`config.mk`:
```
export PLATFORM = sky130hd
export DESIGN_NAME = i2s_tx_stereo
export DESIGN_NICKNAME = d
export VERILOG_FILES = /design/src/rtl/i2s_tx_stereo.sv
export SDC_FILE = /design/constraint.sdc
export NUM_CORES = 1
export LEC_CHECK = 0
export CORE_UTILIZATION = 30
export CTS_CLUSTER_DIAMETER = 80
export CTS_CLUSTER_SIZE = 25
export DETAILED_ROUTE_END_ITERATION = 16
export PLACE_DENSITY_LB_ADDON = 0.08
export REMOVE_ABC_BUFFERS = 1
export SETUP_SLACK_MARGIN = 0.5
export SYNTH_ARGS = -nofsm -noshare
export SYNTH_HDL_FRONTEND = slang
export SYNTH_SLANG_ARGS = --single-unit
export TNS_END_PERCENT = 50
```
`constraint.sdc`:
```
create_clock -name s_clk -period 5.6 [get_ports s_clk]
set_input_delay 0.84 -clock s_clk [delete_from_list [all_inputs] [get_ports s_clk]]
set_output_delay 0.84 -clock s_clk [all_outputs]
set_load 0.01 [all_outputs]
```
`src/rtl/i2s_tx_stereo.sv`:
```
// I2S stereo transmitter: sample-pair FIFO feeding a left/right shadow pair, serialised MSB first
// with a one-bit delay after each word_select edge. Optional macro I2S_TX_TEST_TONE_EN fills underruns with a sawtooth.
module i2s_tx_stereo #(
  parameter int DATA_W     = 16,
  parameter int SLOT_W     = 17,
  parameter int FIFO_DEPTH = 4
) (
  input  logic                        reset,
  input  logic                        s_clk,
  input  logic                        in_valid,
  output logic                        in_ready,
  input  logic signed [DATA_W-1:0]    in_left,
  input  logic signed [DATA_W-1:0]    in_right,
  output logic                        word_select,
  output logic                        sound_bit_out,
  output logic [$clog2(2*SLOT_W)-1:0] bit_counter,
  output logic                        frame_start,
  output logic                        underrun,
  output logic [$clog2(FIFO_DEPTH):0] fifo_level
);
  localparam int KW = $clog2(2*SLOT_W);
  localparam int AW = $clog2(FIFO_DEPTH);
  localparam int LW = AW + 1;
  localparam logic [KW-1:0] K_LAST = KW'(2*SLOT_W - 1);
  localparam logic [KW-1:0] K_SLOT = KW'(SLOT_W);
  localparam logic [LW-1:0] L_FULL = LW'(FIFO_DEPTH);

  logic [KW-1:0]            k_q, k_d, p_d;
  logic                     ws_q, ws_d;
  logic                     sdo_q, sdo_d;
  logic                     fs_q, ur_q, ur_d;
  logic signed [DATA_W-1:0] sh_l_q, sh_l_d, sh_r_q, sh_r_d;
  logic signed [DATA_W-1:0] chan, fill;
  logic signed [DATA_W-1:0] mem_l [FIFO_DEPTH];
  logic signed [DATA_W-1:0] mem_r [FIFO_DEPTH];
  logic [AW-1:0]            wr_q, rd_q;
  logic [LW-1:0]            cnt_q, cnt_d;
  logic                     load, empty, full, push, pop;

`ifdef I2S_TX_TEST_TONE_EN
  logic [DATA_W-1:0] tone_q;

  always_ff @(posedge s_clk or negedge reset) begin
    if (!reset) begin
      tone_q <= '0;
    end else if (load && empty) begin
      tone_q <= (tone_q < DATA_W'(4090)) ? tone_q + DATA_W'(100) : '0;
    end
  end

  assign fill = $signed(tone_q);
`else
  assign fill = '0;
`endif

  // Outputs are registered, so every value below is derived from the next frame position.
  always_comb begin
    load  = (k_q == K_LAST);
    empty = (cnt_q == '0);
    full  = (cnt_q == L_FULL);
    push  = in_valid && !full;
    pop   = load && !empty;
    k_d   = load ? '0 : k_q + KW'(1);
    ws_d  = (k_d >= K_SLOT);
    p_d   = ws_d ? k_d - K_SLOT : k_d;
    chan  = ws_d ? sh_r_q : sh_l_q;
    sdo_d = 1'b0;
    for (int i = 0; i < DATA_W; i++) begin
      if (p_d == KW'(DATA_W - i)) sdo_d = chan[i];
    end
    ur_d   = load && empty;
    sh_l_d = sh_l_q;
    sh_r_d = sh_r_q;
    if (load) begin
      sh_l_d = empty ? fill : mem_l[rd_q];
      sh_r_d = empty ? fill : mem_r[rd_q];
    end
    cnt_d = cnt_q;
    if (push && !pop) cnt_d = cnt_q + LW'(1);
    else if (!push && pop) cnt_d = cnt_q - LW'(1);
  end

  always_ff @(posedge s_clk) begin
    if (push) begin
      mem_l[wr_q] <= in_left;
      mem_r[wr_q] <= in_right;
    end
  end

  // A reset flushes the FIFO through its pointers; the storage array itself is left alone.
  always_ff @(posedge s_clk or negedge reset) begin
    if (!reset) begin
      k_q    <= '0;
      ws_q   <= 1'b0;
      sdo_q  <= 1'b0;
      fs_q   <= 1'b1;
      ur_q   <= 1'b0;
      sh_l_q <= '0;
      sh_r_q <= '0;
      wr_q   <= '0;
      rd_q   <= '0;
      cnt_q  <= '0;
    end else begin
      k_q    <= k_d;
      ws_q   <= ws_d;
      sdo_q  <= sdo_d;
      fs_q   <= load;
      ur_q   <= ur_d;
      sh_l_q <= sh_l_d;
      sh_r_q <= sh_r_d;
      if (push) wr_q <= wr_q + AW'(1);
      if (pop)  rd_q <= rd_q + AW'(1);
      cnt_q  <= cnt_d;
    end
  end

  assign in_ready      = ~full;
  assign word_select   = ws_q;
  assign sound_bit_out = sdo_q;
  assign bit_counter   = k_q;
  assign frame_start   = fs_q;
  assign underrun      = ur_q;
  assign fifo_level    = cnt_q;

endmodule
```
==> results of run 1 <==
## sequential cells by signal, summed over array words and instances, names as in the netlist
| signal | count |
|---|---|
| bit_counter | 6 |
| fifo_level | 3 |
| frame_start | 1 |
| mem_l | 64 |
| mem_r | 64 |
| rd_q | 2 |
| sh_l_q | 16 |
| sh_r_q | 16 |
| sound_bit_out | 1 |
| underrun | 1 |
| word_select | 1 |
| wr_q | 2 |
## worst paths after layout
| check | from | endpoint | slack, ps | depth (start not counted) |
|---|---|---|---|---|
| min in group s_clk | sh_l_q[1] | sh_l_q[1] | 500 | 1 |
| worst min-delay path | reset | fifo_level[0] | 500 | 2 |
| worst max-delay path | bit_counter[0] | sound_bit_out | 1010 | 12 |
| max in group asynchronous | reset | rd_q[0] | 4620 | 2 |
| worst max register to register | bit_counter[0] | sound_bit_out | 1010 | 12 |
| worst min register to register | sh_l_q[1] | sh_l_q[1] | 500 | 1 |
## cell usage in the layout, fill, tap and decap left out, types with 3 or more instances in the layout
master / count
edfxtp_1: 128
dfrtp_1: 47
clkdlybuf4s50_1: 47
mux4_2: 32
a22o_1: 31
clkbuf_16: 17
nand2_1: 15
nor2_1: 13
inv_1: 10
ha_1: 9
buf_4: 9
o21ai_0: 8
nand3_1: 6
nand4_1: 6
a21oi_1: 6
and3_1: 5
nor3_1: 4
a21o_1: 4
xor2_1: 4
clkinv_1: 4
mux2_2: 4
xnor2_1: 4
inv_2: 3
nand2b_1: 3
nor4_1: 3
a2111oi_0: 3
a31oi_1: 3
and4_1: 3
## power groups by stage
stage / logic (uW) / clock network, uW / registers (uW)
after global routing: 742 / 1190 / 1850
after global placement: 694 / 0 / 1850
after floorplan: 403 / 0 / 1860
after detailed placement: 695 / 0 / 1860
after CTS: 699 / 1130 / 1830
final: 669 / 1100 / 1820
## cell usage after synthesis (2+ instances only)
master | n | area share
nor2_1 | 14 | 0.0072
o211a_1 | 2 | 0.0027
a21oi_2 | 2 | 0.0024
nand4_1 | 6 | 0.0051
or4_1 | 2 | 0.0020
nor3b_1 | 2 | 0.0020
a22oi_1 | 2 | 0.0020
mux2_2 | 4 | 0.0061
a21o_1 | 4 | 0.0041
nand2b_1 | 3 | 0.0026
and4_1 | 3 | 0.0036
inv_2 | 3 | 0.0015
o32ai_1 | 2 | 0.0024
or3_1 | 2 | 0.0017
and3_1 | 5 | 0.0043
xnor2_1 | 4 | 0.0048
a21oi_1 | 6 | 0.0041
nor3_1 | 4 | 0.0027
a31oi_1 | 3 | 0.0026
buf_6 | 5 | 0.0077
edfxtp_1 | 128 | 0.52
mux4_2 | 32 | 0.098
xor2_1 | 4 | 0.0048
clkbuf_1 | 12 | 0.0061
nor4_1 | 3 | 0.0026
a2111oi_0 | 3 | 0.0036
mux2i_1 | 2 | 0.0027
o21ai_0 | 8 | 0.0055
buf_1 | 3 | 0.0015
a22o_1 | 31 | 0.037
inv_1 | 10 | 0.0051
nand2_1 | 15 | 0.0077
dfrtp_1 | 48 | 0.16
o21a_1 | 2 | 0.0020
ha_1 | 9 | 0.015
nand3_1 | 6 | 0.0041
nand4b_1 | 2 | 0.0024
## routing by layer
layer,GRT usage,vias up,routed length (um)
met5,0,-,0
met2,0.2086,71,7258
met4,0.05678,0,344
met1,0.1789,2024,7193
met3,0.03103,16,480
li1,-,1807,-
## layout make-up
class,count,area [sq um],area share
sequential,177,5072,0.5826
timing repair buffer,57,543.0,0.06237
inverter,14,52.55,0.006035
multi-input combinational,210,2095,0.2406
clock inverter,13,112.6,0.01293
clock buffer,19,432.9,0.04972
tap,319,399.1,0.04584
## worst max-delay path: cells and delay by family, from the launching register on
| kind | cells | cell delay (ps) |
|---|---|---|
| AOI/OAI and AO/OA | 4 | 1330 |
| DFF | 1 | 540 |
| adders and majority gates | 2 | 560 |
| buffers and inverters | 1 | 280 |
| muxes | 1 | 370 |
| and+or+nand+nor | 4 | 1440 |
## metrics by stage
stage / utilization / power (uW)
floorplan: - / 2260
global placement: 0.3436 / 2541
detailed placement: 0.3436 / 2551
CTS: 0.3666 / 3661
global route: 0.3666 / 3785
finish: 0.3666 / 3589
## logic make-up after synthesis
logic type,count (synthesis)
muxes,39
buffers and inverters,36
and+or+nand+nor,74
AOI/OAI and AO/OA,78
adders and majority gates,10
xor gates and xnor gates,9
DFF,177
==> results.tsv, run 1 <==
stage	metric	value	unit
outcome	status	finished clean	
layout	nets	522	
timing	setup_tns	0	ps
synthesis	synthSimpleGateAreaFrac	0.05625	
power	pwr-share-comb	0.186	
placement	port_buffers	48	
timing	finalSetupViolCount	0	
detailed_routing	ant_nets	0	
power	power.share.sequential	0.507	
timing	slew_violations	0	
placement	hpwl	9.904	mm
clocking	cts_tree	done	
synthesis	synth.cell_area	0.007341	sq mm
floorplanning	die_w	158.4	um
layout	diodes	0	
critical_path	worst_path_largest_cell_delay	590	ps
power	p_sw_frac	0.2607	
power	switchingPower	935.7	uW
detailed_routing	drt-total-wl	15.28	mm
power	p_leak	0.003076	uW
clocking	post-cts-setup-buffers	0	
synthesis	synth_top_family_by_area	multiplexers	
critical_path	path_cells	ha_1 -> nor3b_1 -> a21o_1 -> inv_1 -> ha_1 -> o31ai_4 -> and2_1 -> nor2_1 -> a21oi_1 -> mux2_2 -> or4_1 -> a32oi_1	
grt	antenna_found_initial	0	
grt	grt_pass1_vias	4097	
clocking	cts-hold-fix-buffers	0	
clocking	cts_htree_levels	4	
layout	instances_no_fill	809	
timing	tightest_slew	1041	ps
clocking	clkSlewWorstSetupHoldPaths	70	ps
hold_path	hold_path_class	input pin to asynchronous set/reset pin	
layout	area_growth	18.61	%
synthesis	ys.flop_type	edfxtp_1	
detailed_routing	via_per_inst	4.843	
detailed_routing	num_vias	3918	
critical_path	worstPathRequired	5940	ps
timing	slew_headroom	0.3061	
floorplanning	start_util	0.3090	
timing	final.period_utilization	0.8194	
power	clkPwrFrac	0.306	
clocking	cts_resized	0	
grt	grt_max_degree	50	
timing	grt_setup_unrepaired	false	
timing	layout_min_cycle_time	4589	ps
timing	worst_slack	1011	ps
synthesis	synth_xor_area_frac	0.01329	
floorplanning	io_pins	49	
detailed_routing	wl_per_cell	18.88	um
clocking	cts_buffers	17	
power	ir_worst_vdd	150.5	uV
placement	placed_cells	777	
timing	max_clock_freq	217.9	MHz
synthesis	synth_seq_cells	177	
floorplanning	dieArea	0.02510	sq mm
layout	fillers	2208	
synthesis	synthMuxAreaShare	0.1086	
critical_path	crit_slowest_cell	and2_1	
critical_path	arrival	4920	ps
clocking	cts_buffer_depth	2	
flow_run	maxCapViolCount	0	
critical_path	cp_max_fo	15	
placement	place_congestion	0.8554	
critical_path	crit_path_end_kind	flip-flop	
critical_path	worst-setup-path-type	flip-flop to flip-flop	
timing	worst_hold_slack	497.0	ps
detailed_routing	initialDrtViolationCount	215	
detailed_routing	drc	0	
synthesis	synthAdderAreaFrac	0.01807	
layout	drive_gt1_frac	0.1816	
floorplanning	floorplan.rows	56	
synthesis	syn_inst	423	
detailed_routing	drtPass1Iterations	4	
power	power.density	412.2	mW/mm^2
synthesis	synth-edff-count	128	
clocking	insertion_delay	420	ps
clocking	clock_sinks	177	
synthesis	synth_area_per_cell	17.35	sq um
grt	overflow	0	
synthesis	synth_warnings	0	
placement	detailedPlace.worstSlack	1021	ps
floorplanning	core-area	0.02375	sq mm
floorplanning	die_h	158.4	um
synthesis	ys_seq_area_frac	0.6908	
grt	grt_pass1_wl	24.18	mm
critical_path	cp_common_cell	ha_1	
synthesis	ys_types	64	
clocking	root_buffer	clkbuf_16	
placement	placed_area	0.008162	sq mm
synthesis	synth-async-reset-ratio	0.2768	
power	p_int	2653	uW
grt	grt_use_total	0.1339	
timing	finClkSkew	16.01	ps
timing	hold_violations	0	
synthesis	synth_compound_area_frac	0.08880	
critical_path	start_kind	flip-flop	
layout	final_area	0.008707	sq mm
No activity file was read; power rests on OpenSTA's default activity.
==> run 2: changes to the inputs <==
Clock period 5.6 ns to 4.7 ns, I/O delays scaled along.
==> run 2 against run 1 <==
  * Fmax grew 18%
  * Sequential cell count unchanged
  * Count of clock-buffer cells in the layout decreased by 2
  * Cell area rose by 1.6%
  * Sequential share of layout area down 0.88 points
  * Register-to-register slack lost 200 ps
  * Via count fell by 0.23%
  * Worst hold slack worse by 100 ps
  * Total power is 26% higher
  * Critical endpoint unchanged
==> results.tsv, run 2 (synthesis gave the netlist of run 1 again) <==
stage	metric	value	unit	change
timing	hold_violations	0		unchanged
layout	diodes	0		unchanged
detailed_routing	initialDrtViolationCount	209		-2.8%
timing	slew_violations	0		unchanged
detailed_routing	wl_per_cell	19.03	um	+0.79%
detailed_routing	drt-total-wl	15.42	mm	+0.92%
power	power.density	509.8	mW/mm^2	+24%
timing	worst_hold_slack	394.5	ps	-102.6 ps
power	p_int	3346	uW	+26%
floorplanning	floorplan.rows	56		unchanged
detailed_routing	drc	0		unchanged
detailed_routing	num_vias	3909		-0.23%
placement	hpwl	9.497	mm	-4.1%
floorplanning	core-area	0.02375	sq mm	unchanged
layout	drive_gt1_frac	0.2057		+0.02407
clocking	clkSlewWorstSetupHoldPaths	70	ps	about the same
hold_path	hold_path_class	input pin to asynchronous set/reset pin		
floorplanning	dieArea	0.02510	sq mm	unchanged
grt	grt_max_degree	50		unchanged
layout	fillers	2223		+0.68%
timing	tightest_slew	918.7	ps	-122.2 ps
timing	layout_min_cycle_time	3890	ps	-699.0 ps
clocking	insertion_delay	420	ps	about the same
power	switchingPower	1162	uW	+24%
floorplanning	die_h	158.4	um	unchanged
layout	mostFrequentLayoutCell	edfxtp_1		
grt	grt_pass1_wl	24.66	mm	+2.0%
layout	layout_common_cells	edfxtp_1 (128), clkdlybuf4s50_1 (47), dfrtp_1 (46)		
power	power.share.sequential	0.484		-0.023
critical_path	worst-setup-path-type	flip-flop to flip-flop		
grt	overflow	0		unchanged
detailed_routing	ant_nets	0		unchanged
timing	grt_setup_unrepaired	false		
timing	finalSetupViolCount	0		unchanged
timing	slew_headroom	0.3875		+0.08144
clocking	cts_tree	done		
detailed_routing	via_per_inst	4.826		-0.35%
layout	area_growth	20.47	%	
timing	finClkSkew	13.11	ps	-2.905 ps
grt	antenna_found_initial	0		unchanged
outcome	status	finished clean		
timing	final.period_utilization	0.8276		+0.008198
timing	max_clock_freq	257.1	MHz	+18%
power	clkPwrFrac	0.340		+0.034
critical_path	worstPathRequired	5040	ps	-900 ps
detailed_routing	drtPass1Iterations	4		unchanged
floorplanning	io_pins	49		unchanged
floorplanning	start_util	0.3090		unchanged
critical_path	start_kind	flip-flop		
power	total_power	4508	uW	+26%
clocking	clock_sinks	177		unchanged
layout	nets	523		+0.19%
grt	grt_use_total	0.1362		+0.002323
power	p_leak	0.003141	uW	+2.1%
critical_path	arrival	4230	ps	-690 ps
placement	place_congestion	0.8164		-4.6%
placement	port_buffers	48		unchanged
clocking	cts_buffers	17		unchanged
clocking	cts_buffer_depth	2		unchanged
clocking	cts_htree_levels	4		unchanged
timing	setup_tns	0	ps	unchanged
layout	fin_util	0.3723		+0.005742
power	ir_worst_vdd	197.1	uV	+31%
power	p_sw_frac	0.2578		-0.002938
floorplanning	die_w	158.4	um	unchanged
power	pwr-share-comb	0.176		-0.010
critical_path	cp_max_fo	15		unchanged
flow_run	maxCapViolCount	0		unchanged
critical_path	crit_path_end_kind	flip-flop		
grt	grt_pass1_vias	4260		+4.0%
layout	biggestRegsByFlops	mem_l (64), mem_r (64)		
clocking	root_buffer	clkbuf_16		
[run 2: changes by cell type in the layout (fill, tap and decap cells not counted), sizes merged]
cell,before,now
buf,10,11
inv,16,21
clkbuf,19,17
clkinvlp,2,1
clkinv,8,3
bufinv,1,4
[run 2: per-layer routing]
metal | vias up | track usage | wire [um]
met1 | 2025 | 0.1774 | 7146
met5 | - | 0 | 0
met3 | 14 | 0.03266 | 417
li1 | 1809 | - | -
met2 | 61 | 0.2157 | 7455
met4 | 0 | 0.06044 | 397
[run 2: power groups by stage]
stage                     Combinational (uW)  Sequential [uW]  Clock, uW
after floorplan                          480             2210          0
after global placement                   825             2210          0
after detailed placement                 823             2220          0
after CTS                                826             2190       1570
after global routing                     881             2220       1630
final                                    794             2180       1530
[run 2: path summary, 6_finish.rpt]
check                               start       endpoint  slack (ps)  cells past startpoint
max                        bit_counter[1]  sound_bit_out         810                     13
min                                 reset  fifo_level[0]         390                      2
max reg2reg                bit_counter[1]  sound_bit_out         810                     13
min reg2reg                    sh_r_q[11]     sh_r_q[11]         510                      1
max in group asynchronous           reset        rd_q[0]        3810                      2
min in group s_clk             sh_r_q[11]     sh_r_q[11]         510                      1
[run 2: layout make-up]
class | count | area [sq um] | share of cell area
flip-flops and latches | 177 | 5074 | 0.5737
multi-input cells | 210 | 2115 | 0.2391
repair buffers | 58 | 563.0 | 0.06367
clock buffers | 17 | 425.4 | 0.04810
well taps | 319 | 399.1 | 0.04513
clock inverters | 15 | 215.2 | 0.02433
inverters | 14 | 52.55 | 0.005942
[run 2: per-stage QoR]
step,cell area (sq um),instances,worst slack (ps)
after floorplan,7216,401,425.8
after global routing,8843,810,543.3
after CTS,8818,809,568.0
after global placement,8174,777,353.3
after detailed placement,8174,777,149.3
final,8843,810,810.2
[run 2: timing repair]
action                                  in CTS  in global routing
resized for setup                            3                  4
endpoints found under the setup margin       1                  1
endpoints found under the hold margin        0                  0
hold buffers                                 0                  0
setup buffers                                0                  1
pin swaps                                    0                  1
[run 2: critical path: stages (launching register included)]
cell     delay [ps]
dfrtp_1         450
inv_1            80
ha_1            180
nor3b_2         240
a21o_2          280
inv_1           220
ha_1            310
o31ai_4         390
and2_4          330
a21o_1          230
nor4_1           80
or3_1           360
or4_1           510
a32oi_1         140
==> run 3: changes to the inputs <==
Clock period 4.7 ns to 3.38 ns, I/O delays scaled along.
==> run 3 against run 2 <==
  * Global-route usage increased by 0.10 points
  * Final cell count increased by 5.6%
  * Die area unchanged
  * Highest routed layer unchanged
==> results.tsv, run 3 (synthesis gave the netlist of run 1 again) <==
stage	metric	value	unit	change
outcome	status	finished clean		
timing	finClkSkew	6.601	ps	-6.508 ps
grt	antenna_found_initial	0		unchanged
clocking	insertion_delay	410	ps	about the same
timing	final.period_utilization	0.9519		+0.1243
timing	setup_tns	0	ps	unchanged
floorplanning	die_w	158.4	um	unchanged
power	p_int	4564	uW	+36%
clocking	cts_buffer_depth	2		unchanged
detailed_routing	num_vias	4081		+4.4%
grt	grt_use_total	0.1373		+0.001038
timing	grt_setup_unrepaired	true		
placement	placed_area	0.008384	sq mm	+2.6%
layout	final_area	0.009275	sq mm	+4.9%
critical_path	crit_path_end_kind	flip-flop		
detailed_routing	ant_nets	0		unchanged
clocking	cts_buffers	17		unchanged
layout	fillers	2162		-2.7%
detailed_routing	initialDrtViolationCount	234		+12%
detailed_routing	drtPass1Iterations	5		+1
clocking	cts-hold-fix-buffers	0		unchanged
placement	hpwl	9.678	mm	+1.9%
floorplanning	io_pins	49		unchanged
timing	max_clock_freq	310.8	MHz	+21%
hold_path	hold_path_class	input pin to asynchronous set/reset pin		
flow_run	maxCapViolCount	0		unchanged
clocking	cts_htree_levels	4		unchanged
layout	drive_gt1_frac	0.2966		+0.09094
grt	overflow	0		unchanged
placement	port_buffers	48		unchanged
timing	tightest_slew	567.2	ps	-351.5 ps
layout	area_growth	26.35	%	
floorplanning	dieArea	0.02510	sq mm	unchanged
floorplanning	start_util	0.3090		unchanged
timing	slew_headroom	0.6219		+0.2343
timing	hold_violations	0		unchanged
critical_path	startpoint	bit_counter[1]		
floorplanning	floorplan.rows	56		unchanged
clocking	root_buffer	clkbuf_16		
layout	diodes	0		unchanged
layout	mostFrequentLayoutCell	edfxtp_1		
detailed_routing	drt-total-wl	15.65	mm	+1.5%
power	p_leak	0.003338	uW	+6.3%
placement	place_congestion	0.8422		+3.2%
layout	layout_common_cells	edfxtp_1 (128), buf_4 (50), dfrtp_1 (47), clkdlybuf4s50_1 (47), mux4_2 (32)		
critical_path	crit-reg2reg-launch	bit_counter[1]		
critical_path	start_kind	flip-flop		
layout	nets	569		+8.8%
clocking	clock_sinks	177		unchanged
critical_path	cp_max_fo	10		-5
layout	biggestRegsByFlops	mem_l (64), mem_r (64)		
critical_path	arrival	3550	ps	-680 ps
power	clkPwrFrac	0.324		-0.016
grt	grt_pass1_vias	4299		+0.92%
power	pwr-share-comb	0.177		about the same
floorplanning	core-area	0.02375	sq mm	unchanged
clocking	clkSlewWorstSetupHoldPaths	70	ps	about the same
detailed_routing	via_per_inst	4.773		-1.1%
clocking	cts_tree	done		
power	switchingPower	1554	uW	+34%
power	p_sw_frac	0.2540		-0.003754
grt	grt_pass1_wl	25.11	mm	+1.8%
grt	grt_max_degree	35		-30%
critical_path	worstPathRequired	3710	ps	-1330 ps
timing	slew_violations	0		unchanged
power	power.density	659.6	mW/mm^2	+29%
timing	finalSetupViolCount	0		unchanged
detailed_routing	wl_per_cell	18.30	um	-3.8%
timing	layout_min_cycle_time	3218	ps	-672.3 ps
power	ir_worst_vdd	258.2	uV	+31%
floorplanning	die_h	158.4	um	unchanged
detailed_routing	drc	0		unchanged
power	power.share.sequential	0.499		+0.015
critical_path	worst-setup-path-type	flip-flop to flip-flop		
run 3: changes by cell type in the layout (fill, tap and decap cells not counted), sizes merged:
| cell | change |
|---|---|
| buf | +46 |
| clkinvlp | +2 |
| inv | -6 |
| clkinv | +3 |
| clkbuf | +1 |
| bufinv | -1 |
run 3: through the flow:
stage	setup slack (ps)	hold slack [ps]	std cells	util	power, uW
after global routing	-36.29	56.18	855	0.3905	6434
final	162.5	42.69	855	0.3905	6118
after CTS	194.1	40.63	850	0.3860	6237
after global placement	-44.36	488.2	805	0.3530	4207
after detailed placement	-129.3	496.6	805	0.3530	4225
after floorplan	-894.2	211.4	401	-	3744
run 3: path summary, 6_finish.rpt:
kind / endpoint / slack [ps] / depth (start not counted)
min in group s_clk: sh_r_q[2] / 510 / 1
max: sound_bit_out / 160 / 14
min reg2reg: sh_r_q[2] / 510 / 1
min: fifo_level[2] / 40 / 1
max in group asynchronous: sh_l_q[2] / 2650 / 2
max reg2reg: sound_bit_out / 160 / 14
run 3: repair_timing:
action                                  in CTS  in global routing
resized for setup                           25                 16
endpoints found under the setup margin       1                  1
pin swaps                                    8                  9
buffers inserted                            14                  5
run 3: cell type report:
type                            count  area, sq um  area share
Clock inverter                     13        160.2     0.01727
Sequential cell                   177         5072      0.5469
Multi-Input combinational cell    210         2231      0.2405
Inverter                           14        56.30    0.006070
Clock buffer                       18        429.2     0.04627
Timing Repair Buffer              104        927.1     0.09996
Tap cell                          319        399.1     0.04303
run 3: power groups by stage:
| stage | clock network [uW] | registers, uW | logic (uW) |
|---|---|---|---|
| finish | 1980 | 3050 | 1080 |
| global route | 2120 | 3110 | 1200 |
| CTS | 2040 | 3070 | 1130 |
| detailed placement | 0 | 3110 | 1120 |
| global placement | 0 | 3090 | 1120 |
| floorplan | 0 | 3080 | 668 |
run 3: per-layer routing:
metal | GRT usage | share of wire
met3 | 0.02749 | 0.022
met2 | 0.2310 | 0.50
met4 | 0.03846 | 0.0093
met5 | 0 | 0
met1 | 0.1795 | 0.47
run 3: critical path, stage by stage (launching register included):
cell and delay (ps):
dfrtp_1 380, inv_1 60, ha_2 170, buf_4 110, or3b_1 380, a21oi_2 220
or2_4 200, buf_4 210, a21oi_4 80, a21oi_2 150, buf_6 140, nand4b_1 90
mux2_4 270, or4_4 500, a32oi_1 170
